File: src/rtl/video_scan_generator.sv
// Raster video generator: H/V timing counters, scaled framebuffer addressing,
// a latency-matched pipe for colour/sync/strobes, and a frame-gated enable.
module video_scan_generator #(
    parameter int   H_ACTIVE    = 640,
    parameter int   H_FP        = 16,
    parameter int   H_SYNC      = 96,
    parameter int   H_BP        = 48,
    parameter int   V_ACTIVE    = 480,
    parameter int   V_FP        = 10,
    parameter int   V_SYNC      = 2,
    parameter int   V_BP        = 33,
    parameter logic HSYNC_POL   = 1'b0,
    parameter logic VSYNC_POL   = 1'b0,
    parameter int   SCALE_LOG2  = 2,
    parameter int   MEM_LATENCY = 1,
    parameter int   ADDR_W      = 15
) (
    input  logic              clk,
    input  logic              rst,
    input  logic              enable,
    output logic [ADDR_W-1:0] addr,
    input  logic [11:0]       data,
    output logic [11:0]       video_rgb,
    output logic              video_hsync,
    output logic              video_vsync,
    output logic              frame_start,
    output logic              line_start
);

    localparam int H_TOTAL = H_ACTIVE + H_FP + H_SYNC + H_BP;
    localparam int V_TOTAL = V_ACTIVE + V_FP + V_SYNC + V_BP;
    localparam int HC_W    = $clog2(H_TOTAL);
    localparam int VC_W    = $clog2(V_TOTAL);
    localparam int LINE_W  = H_ACTIVE >> SCALE_LOG2;
    // Stages between the counters and the output register: addr + memory.
    localparam int PIPE_D  = MEM_LATENCY + 1;

    localparam logic [HC_W-1:0]   H_ZERO     = HC_W'(0);
    localparam logic [HC_W-1:0]   H_ONE      = HC_W'(1);
    localparam logic [HC_W-1:0]   H_LAST     = HC_W'(H_TOTAL - 1);
    localparam logic [HC_W-1:0]   H_ACT_END  = HC_W'(H_ACTIVE);
    localparam logic [HC_W-1:0]   H_SYNC_BEG = HC_W'(H_ACTIVE + H_FP);
    localparam logic [HC_W-1:0]   H_SYNC_END = HC_W'(H_ACTIVE + H_FP + H_SYNC);
    localparam logic [VC_W-1:0]   V_ZERO     = VC_W'(0);
    localparam logic [VC_W-1:0]   V_ONE      = VC_W'(1);
    localparam logic [VC_W-1:0]   V_LAST     = VC_W'(V_TOTAL - 1);
    localparam logic [VC_W-1:0]   V_ACT_END  = VC_W'(V_ACTIVE);
    localparam logic [VC_W-1:0]   V_SYNC_BEG = VC_W'(V_ACTIVE + V_FP);
    localparam logic [VC_W-1:0]   V_SYNC_END = VC_W'(V_ACTIVE + V_FP + V_SYNC);
    localparam logic [VC_W-1:0]   SUB_MASK   = VC_W'((1 << SCALE_LOG2) - 1);
    localparam logic [ADDR_W-1:0] A_ZERO     = ADDR_W'(0);
    localparam logic [ADDR_W-1:0] LINE_STEP  = ADDR_W'(LINE_W);

    logic [HC_W-1:0]   hcnt_q, hcnt_d;
    logic [VC_W-1:0]   vcnt_q, vcnt_d;
    logic [ADDR_W-1:0] line_base_q, line_base_d;
    logic [ADDR_W-1:0] addr_q, addr_d;
    logic              en_frame_q, en_frame_d;
    logic [PIPE_D-1:0] vis_pipe_q, vis_pipe_d;
    logic [PIPE_D-1:0] hs_pipe_q, hs_pipe_d;
    logic [PIPE_D-1:0] vs_pipe_q, vs_pipe_d;
    logic [PIPE_D-1:0] fs_pipe_q, fs_pipe_d;
    logic [PIPE_D-1:0] ls_pipe_q, ls_pipe_d;
    logic [11:0]       rgb_q, rgb_d;
    logic              hsync_q, hsync_d;
    logic              vsync_q, vsync_d;
    logic              fs_q, fs_d;
    logic              ls_q, ls_d;

    logic              h_wrap_s;
    logic              v_wrap_s;
    logic [VC_W-1:0]   vcnt_nxt_s;
    logic              active_s;
    logic              hs_s;
    logic              vs_s;
    logic              fs_s;
    logic              ls_s;
    logic              en_eff_s;
    logic [ADDR_W-1:0] nxt_line_base_s;

    // Next-state logic for counters, addressing, enable latch and output pipe.
    always_comb begin
        h_wrap_s   = (hcnt_q == H_LAST);
        v_wrap_s   = (vcnt_q == V_LAST);
        vcnt_nxt_s = v_wrap_s ? V_ZERO : (vcnt_q + V_ONE);
        hcnt_d     = h_wrap_s ? H_ZERO : (hcnt_q + H_ONE);
        vcnt_d     = h_wrap_s ? vcnt_nxt_s : vcnt_q;

        active_s = (hcnt_q < H_ACT_END) && (vcnt_q < V_ACT_END);
        hs_s     = (hcnt_q >= H_SYNC_BEG) && (hcnt_q < H_SYNC_END);
        vs_s     = (vcnt_q >= V_SYNC_BEG) && (vcnt_q < V_SYNC_END);
        fs_s     = (hcnt_q == H_ZERO) && (vcnt_q == V_ZERO);
        ls_s     = (hcnt_q == H_ZERO) && (vcnt_q < V_ACT_END);

        // Base of the line that holds the next active pixel; a new framebuffer
        // row starts only every 2^SCALE_LOG2 lines.
        if ((vcnt_nxt_s >= V_ACT_END) || (vcnt_nxt_s == V_ZERO)) begin
            nxt_line_base_s = A_ZERO;
        end else if ((vcnt_nxt_s & SUB_MASK) == V_ZERO) begin
            nxt_line_base_s = line_base_q + LINE_STEP;
        end else begin
            nxt_line_base_s = line_base_q;
        end
        line_base_d = h_wrap_s ? nxt_line_base_s : line_base_q;
        addr_d      = active_s ? (line_base_q + ADDR_W'(hcnt_q >> SCALE_LOG2))
                               : nxt_line_base_s;

        en_eff_s   = fs_s ? enable : en_frame_q;
        en_frame_d = en_eff_s;

        vis_pipe_d = {vis_pipe_q[PIPE_D-2:0], active_s & en_eff_s};
        hs_pipe_d  = {hs_pipe_q[PIPE_D-2:0], hs_s};
        vs_pipe_d  = {vs_pipe_q[PIPE_D-2:0], vs_s};
        fs_pipe_d  = {fs_pipe_q[PIPE_D-2:0], fs_s};
        ls_pipe_d  = {ls_pipe_q[PIPE_D-2:0], ls_s};

        rgb_d   = vis_pipe_q[PIPE_D-1] ? data : 12'h000;
        hsync_d = hs_pipe_q[PIPE_D-1] ? HSYNC_POL : ~HSYNC_POL;
        vsync_d = vs_pipe_q[PIPE_D-1] ? VSYNC_POL : ~VSYNC_POL;
        fs_d    = fs_pipe_q[PIPE_D-1];
        ls_d    = ls_pipe_q[PIPE_D-1];
    end

    // State registers; reset parks syncs at their inactive level.
    always_ff @(posedge clk or negedge rst) begin
        if (!rst) begin
            hcnt_q      <= H_ZERO;
            vcnt_q      <= V_ZERO;
            line_base_q <= A_ZERO;
            addr_q      <= A_ZERO;
            en_frame_q  <= 1'b0;
            vis_pipe_q  <= {PIPE_D{1'b0}};
            hs_pipe_q   <= {PIPE_D{1'b0}};
            vs_pipe_q   <= {PIPE_D{1'b0}};
            fs_pipe_q   <= {PIPE_D{1'b0}};
            ls_pipe_q   <= {PIPE_D{1'b0}};
            rgb_q       <= 12'h000;
            hsync_q     <= ~HSYNC_POL;
            vsync_q     <= ~VSYNC_POL;
            fs_q        <= 1'b0;
            ls_q        <= 1'b0;
        end else begin
            hcnt_q      <= hcnt_d;
            vcnt_q      <= vcnt_d;
            line_base_q <= line_base_d;
            addr_q      <= addr_d;
            en_frame_q  <= en_frame_d;
            vis_pipe_q  <= vis_pipe_d;
            hs_pipe_q   <= hs_pipe_d;
            vs_pipe_q   <= vs_pipe_d;
            fs_pipe_q   <= fs_pipe_d;
            ls_pipe_q   <= ls_pipe_d;
            rgb_q       <= rgb_d;
            hsync_q     <= hsync_d;
            vsync_q     <= vsync_d;
            fs_q        <= fs_d;
            ls_q        <= ls_d;
        end
    end

    assign addr        = addr_q;
    assign video_rgb   = rgb_q;
    assign video_hsync = hsync_q;
    assign video_vsync = vsync_q;
    assign frame_start = fs_q;
    assign line_start  = ls_q;

endmodule
File: config.mk
export PLATFORM = sky130hd
export DESIGN_NAME = video_scan_generator
export DESIGN_NICKNAME = d
export VERILOG_FILES = /design/src/rtl/video_scan_generator.sv
export SDC_FILE = /design/constraint.sdc
export NUM_CORES = 1
export LEC_CHECK = 0
export ABC_AREA = 1
export ABC_CLOCK_PERIOD_IN_PS = 2000
export CELL_PAD_IN_SITES_DETAIL_PLACEMENT = 1
export CELL_PAD_IN_SITES_GLOBAL_PLACEMENT = 2
export CORE_ASPECT_RATIO = 1.5
export CORE_MARGIN = 2
export CORE_UTILIZATION = 30
export CTS_CLUSTER_DIAMETER = 50
export DETAILED_ROUTE_END_ITERATION = 16
export PLACE_DENSITY = 0.82
export SLEW_MARGIN = 10
export SYNTH_ARGS = -nofsm -noshare
export SYNTH_HDL_FRONTEND = slang
export SYNTH_SLANG_ARGS = --single-unit
File: constraint.sdc
create_clock -name clk -period 2 [get_ports clk]
set_input_delay 0.6 -clock clk [delete_from_list [all_inputs] [get_ports clk]]
set_output_delay 0.6 -clock clk [all_outputs]
set_load 0.05 [all_outputs]
==> results.md <==
* Root Buffer: clkbuf_16
* Post-CTS Hold Fix Bufs at 0
* Failing checks: negative setup slack
* Ant diodes at 0
* Starting Density at 30.46%
* Hold WS at 0.2090 ns
* Final ANT Viol Nets at 0
* Clk_skew at 0.008428 ns
* Max Cap Viol at 0
* Routed wl met3 at 177 µm
* Fin crit period at 2.024 ns
* Die Height at 149.6 µm
* Clk Latency, worst-skew pair at 0.34 ns
* TritonCTS Buffers at 9
* Layout cells sized above 1 at 21.34%
* First-pass GRT wire length at 19830 µm
* DR vias at 3835
* Num rows at 53
* Vias in the first global route at 4187
* Routed wire length at 12680 µm
* Post-route setup slack at -0.02405 ns
* Final Hold Viols at 0
* Chip width at 101.1 µm
* Final layout net count at 653
* Pins over their slew limit at 0
* Die ar. at 15130 µm²
* Pre-Repair DR Iteration Count at 4
* WL met1 at 5091 µm
* FF-to-FF End: line_base_q[0]$_DFFE_PN0N_
* Synth Register Bits at 77
* Non-filler cells, final at 793
* Tot Pwr at 3.451 mW
* Routed WL per cell at 15.99 µm
* Peak VDD IR at 0.0003337 V
* Area Overhead vs Synth at 32.04%
* Antenna violations before repair at 0
* Hold Path Class: in2async
* CP required at 2.22 ns
* TritonCTS clock tree: yes
* Slew headroom at 65.60%
* Worst setup SP type: flop
* DR vias/cell at 4.836
* Setup CP Type: reg2reg
* Critical path capture point type: flop
* Worst EP arrival at 2.25 ns
* Iteration-0 DRC Markers at 157
* CP max FO at 6
* Status: finished, violations left
* I/O Buffers at 45
* Largest net degree at the start of global routing at 32
* Post-DP HPWL at 8864 µm
* Max Freq at 494.1 MHz
* Power Density at 616.2 nW/µm²
* Lkg Pwr at 2.961 nW
* Worst-case reg-to-reg path depth at 12
* # DRC at 0
* Post-Syn Nets at 568
* Post-Syn Area per Cell at 7.884 µm²
* Total core area at 13930 µm²
* Top layer in use: met4
* RSZ-0062 raised after global routing: yes
* Tcrit/Tclk final at 101.2%
* IO Pins at 46
* Register area share after synthesis at 45.49%
* Netlist Area Pre-Place at 4242 µm²
* Tightest Pin Transition at 0.5153 ns
* Max Root-Sink Buffers at 2
* Final setup viols at 11
* Yosys warns at 0
* CTS H-tree lvls at 3
* Post-Syn Instances at 538
* Global Route Usage Sum at 16.74%
* Clk sink count at 77
* Flop2flop setup slack at -0.02 ns
* Cell variety after synth at 35
* Reg2reg start: vcnt_q[0]$_DFFE_PN0N_
* Gp weighted congestion at 0.8298
* WL met2 at 7066 µm
* Clk slew on worst S/H paths at 0.06 ns
* Total grt overflow at 0
* Cells after DPL at 767
[sequential cells by signal (all words and copies together) (netlist names)]
signal,count
vis_pipe_q,2
en_frame_q,1
frame_start,1
video_rgb,12
addr,15
vcnt_q,10
fs_pipe_q,2
hs_pipe_q,2
ls_pipe_q,2
line_start,1
vs_pipe_q,2
line_base_q,15
hcnt_q,10
video_hsync,1
video_vsync,1
[power breakdown]
| group | switching (mW) | internal [mW] | leakage (nW) | total (mW) |
|---|---|---|---|---|
| logic | 0.0946 | 0.0517 | 1.78 | 0.146 |
| clock network | 0.686 | 1.04 | 0.156 | 1.72 |
| registers | 0.00764 | 1.57 | 1.02 | 1.58 |
| total | 0.788 | 2.66 | 2.96 | 3.45 |
[Yosys cell counts, drive strengths merged]
| cell type | instances | share of area [%] |
|---|---|---|
| or2 | 2 | 0.29 |
| o21ai | 30 | 4.0 |
| clkinv | 1 | 0.088 |
| dfrtp | 75 | 44 |
| clkbuf | 4 | 0.35 |
| nand3 | 33 | 4.0 |
| buf | 12 | 2.2 |
| o21bai | 2 | 0.35 |
| ha | 14 | 4.1 |
| dfstp | 2 | 1.2 |
| nor4 | 2 | 0.65 |
| nand2 | 167 | 15 |
| xnor2 | 3 | 0.62 |
| o211ai | 1 | 0.18 |
| nor3 | 8 | 1.2 |
| a22oi | 1 | 0.18 |
| nand4 | 30 | 4.8 |
| xor2 | 13 | 2.7 |
| fa | 1 | 0.47 |
| nor2 | 39 | 3.7 |
| inv | 81 | 7.2 |
| a21o | 1 | 0.18 |
| a21oi | 15 | 1.8 |
| a31oi | 1 | 0.50 |
[routing by layer]
| metal | track usage, % | up-vias |
|---|---|---|
| met4 | 7.770 | 0 |
| met1 | 18.26 | 1896 |
| met2 | 31.06 | 42 |
| met3 | 2.569 | 24 |
| met5 | 0 | - |
| li1 | - | 1873 |
[metrics by stage]
stage | cell area (µm²) | util, % | worst slack (ns) | TNS, ns
floorplan | 4242 | - | 0.1098 | 0
global placement | 5050 | 36.26 | -0.002068 | -0.002068
detailed placement | 5050 | 36.26 | -0.07697 | -0.1183
CTS | 5369 | 38.55 | 0.006534 | 0
global route | 5600 | 40.22 | -0.1334 | -3.095
finish | 5600 | 40.22 | -0.02405 | -0.1407
[final cells by class]
class | count | area (µm²)
clock buffer | 11 | 252.7
clock inverter | 5 | 57.56
fill | 1695 | 8325
inverter | 82 | 307.8
multi-input combinational | 364 | 2007
sequential | 77 | 1931
tap | 165 | 206.4
timing repair buffer | 89 | 838.3
[timing repair]
item                       CTS  global route
setup endpoints to repair   12            30
setup buffers                0             6
gates resized for setup      3            27
pin swaps                    0            42
cloned                       0             4
[cells by family after synthesis]
| logic type | synth area share [%] |
|---|---|
| simple gates | 29.70 |
| buf+inv | 9.764 |
| flops | 45.49 |
| compound gates | 7.139 |
| xor+xnor | 3.304 |
| fa+ha+maj | 4.602 |
[worst max-delay path: stages, from the launching register on]
cell,delay (ns)
dfrtp_2,0.45
inv_2,0.07
ha_2,0.18
nand2_2,0.08
nor2_4,0.12
nand4_4,0.17
nand2_2,0.13
nand2_1,0.07
nor2_2,0.14
nand3_4,0.15
buf_4,0.19
nand2_4,0.09
a21oi_1,0.07
[cells in the final DEF (no fill, tap or decap), types with 2 or more instances in the layout]
| cell | Yosys | final |
|---|---|---|
| dfrtp_1 | 75 | 74 |
| clkbuf_8 | 0 | 2 |
| nand2_1 | 162 | 156 |
| buf_4 | 5 | 64 |
| ha_4 | 0 | 2 |
| nor2_1 | 35 | 31 |
| xor2_1 | 13 | 13 |
| inv_2 | 2 | 3 |
| o21ai_0 | 18 | 15 |
| nor2_4 | 0 | 2 |
| a21oi_1 | 15 | 15 |
| buf_12 | 0 | 7 |
| ha_1 | 14 | 11 |
| nand4_1 | 29 | 29 |
| o21bai_1 | 2 | 2 |
| buf_6 | 3 | 2 |
| clkdlybuf4s50_1 | 0 | 13 |
| nor2_2 | 4 | 6 |
| inv_1 | 79 | 78 |
| o21ai_1 | 7 | 9 |
| nand2_2 | 5 | 8 |
| clkbuf_16 | 0 | 11 |
| xnor2_1 | 3 | 3 |
| nor3_1 | 7 | 7 |
| o21ai_2 | 5 | 6 |
| nand2_4 | 0 | 3 |
| or2_2 | 2 | 2 |
| clkinv_2 | 0 | 2 |
| dfstp_2 | 2 | 2 |
| nand3_1 | 32 | 32 |
[worst max path at each step]
stage / cells after the start / end / slack [ns] / start
floorplan: 10 / addr[12]$_DFF_PN0_ / 0.11 / hcnt_q[2]$_DFF_PN0_
global placement: 10 / addr[12]$_DFF_PN0_ / -0.002 / hcnt_q[2]$_DFF_PN0_
detailed placement: 10 / addr[12]$_DFF_PN0_ / -0.08 / line_base_q[0]$_DFFE_PN0N_
CTS: 12 / line_base_q[8]$_DFFE_PN0N_ / 0.007 / vcnt_q[0]$_DFFE_PN0N_
global route: 12 / addr[2]$_DFF_PN0_ / -0.13 / vcnt_q[0]$_DFFE_PN0N_
finish: 12 / line_base_q[0]$_DFFE_PN0N_ / -0.02 / vcnt_q[0]$_DFFE_PN0N_
(Power assumes the default switching activity.)
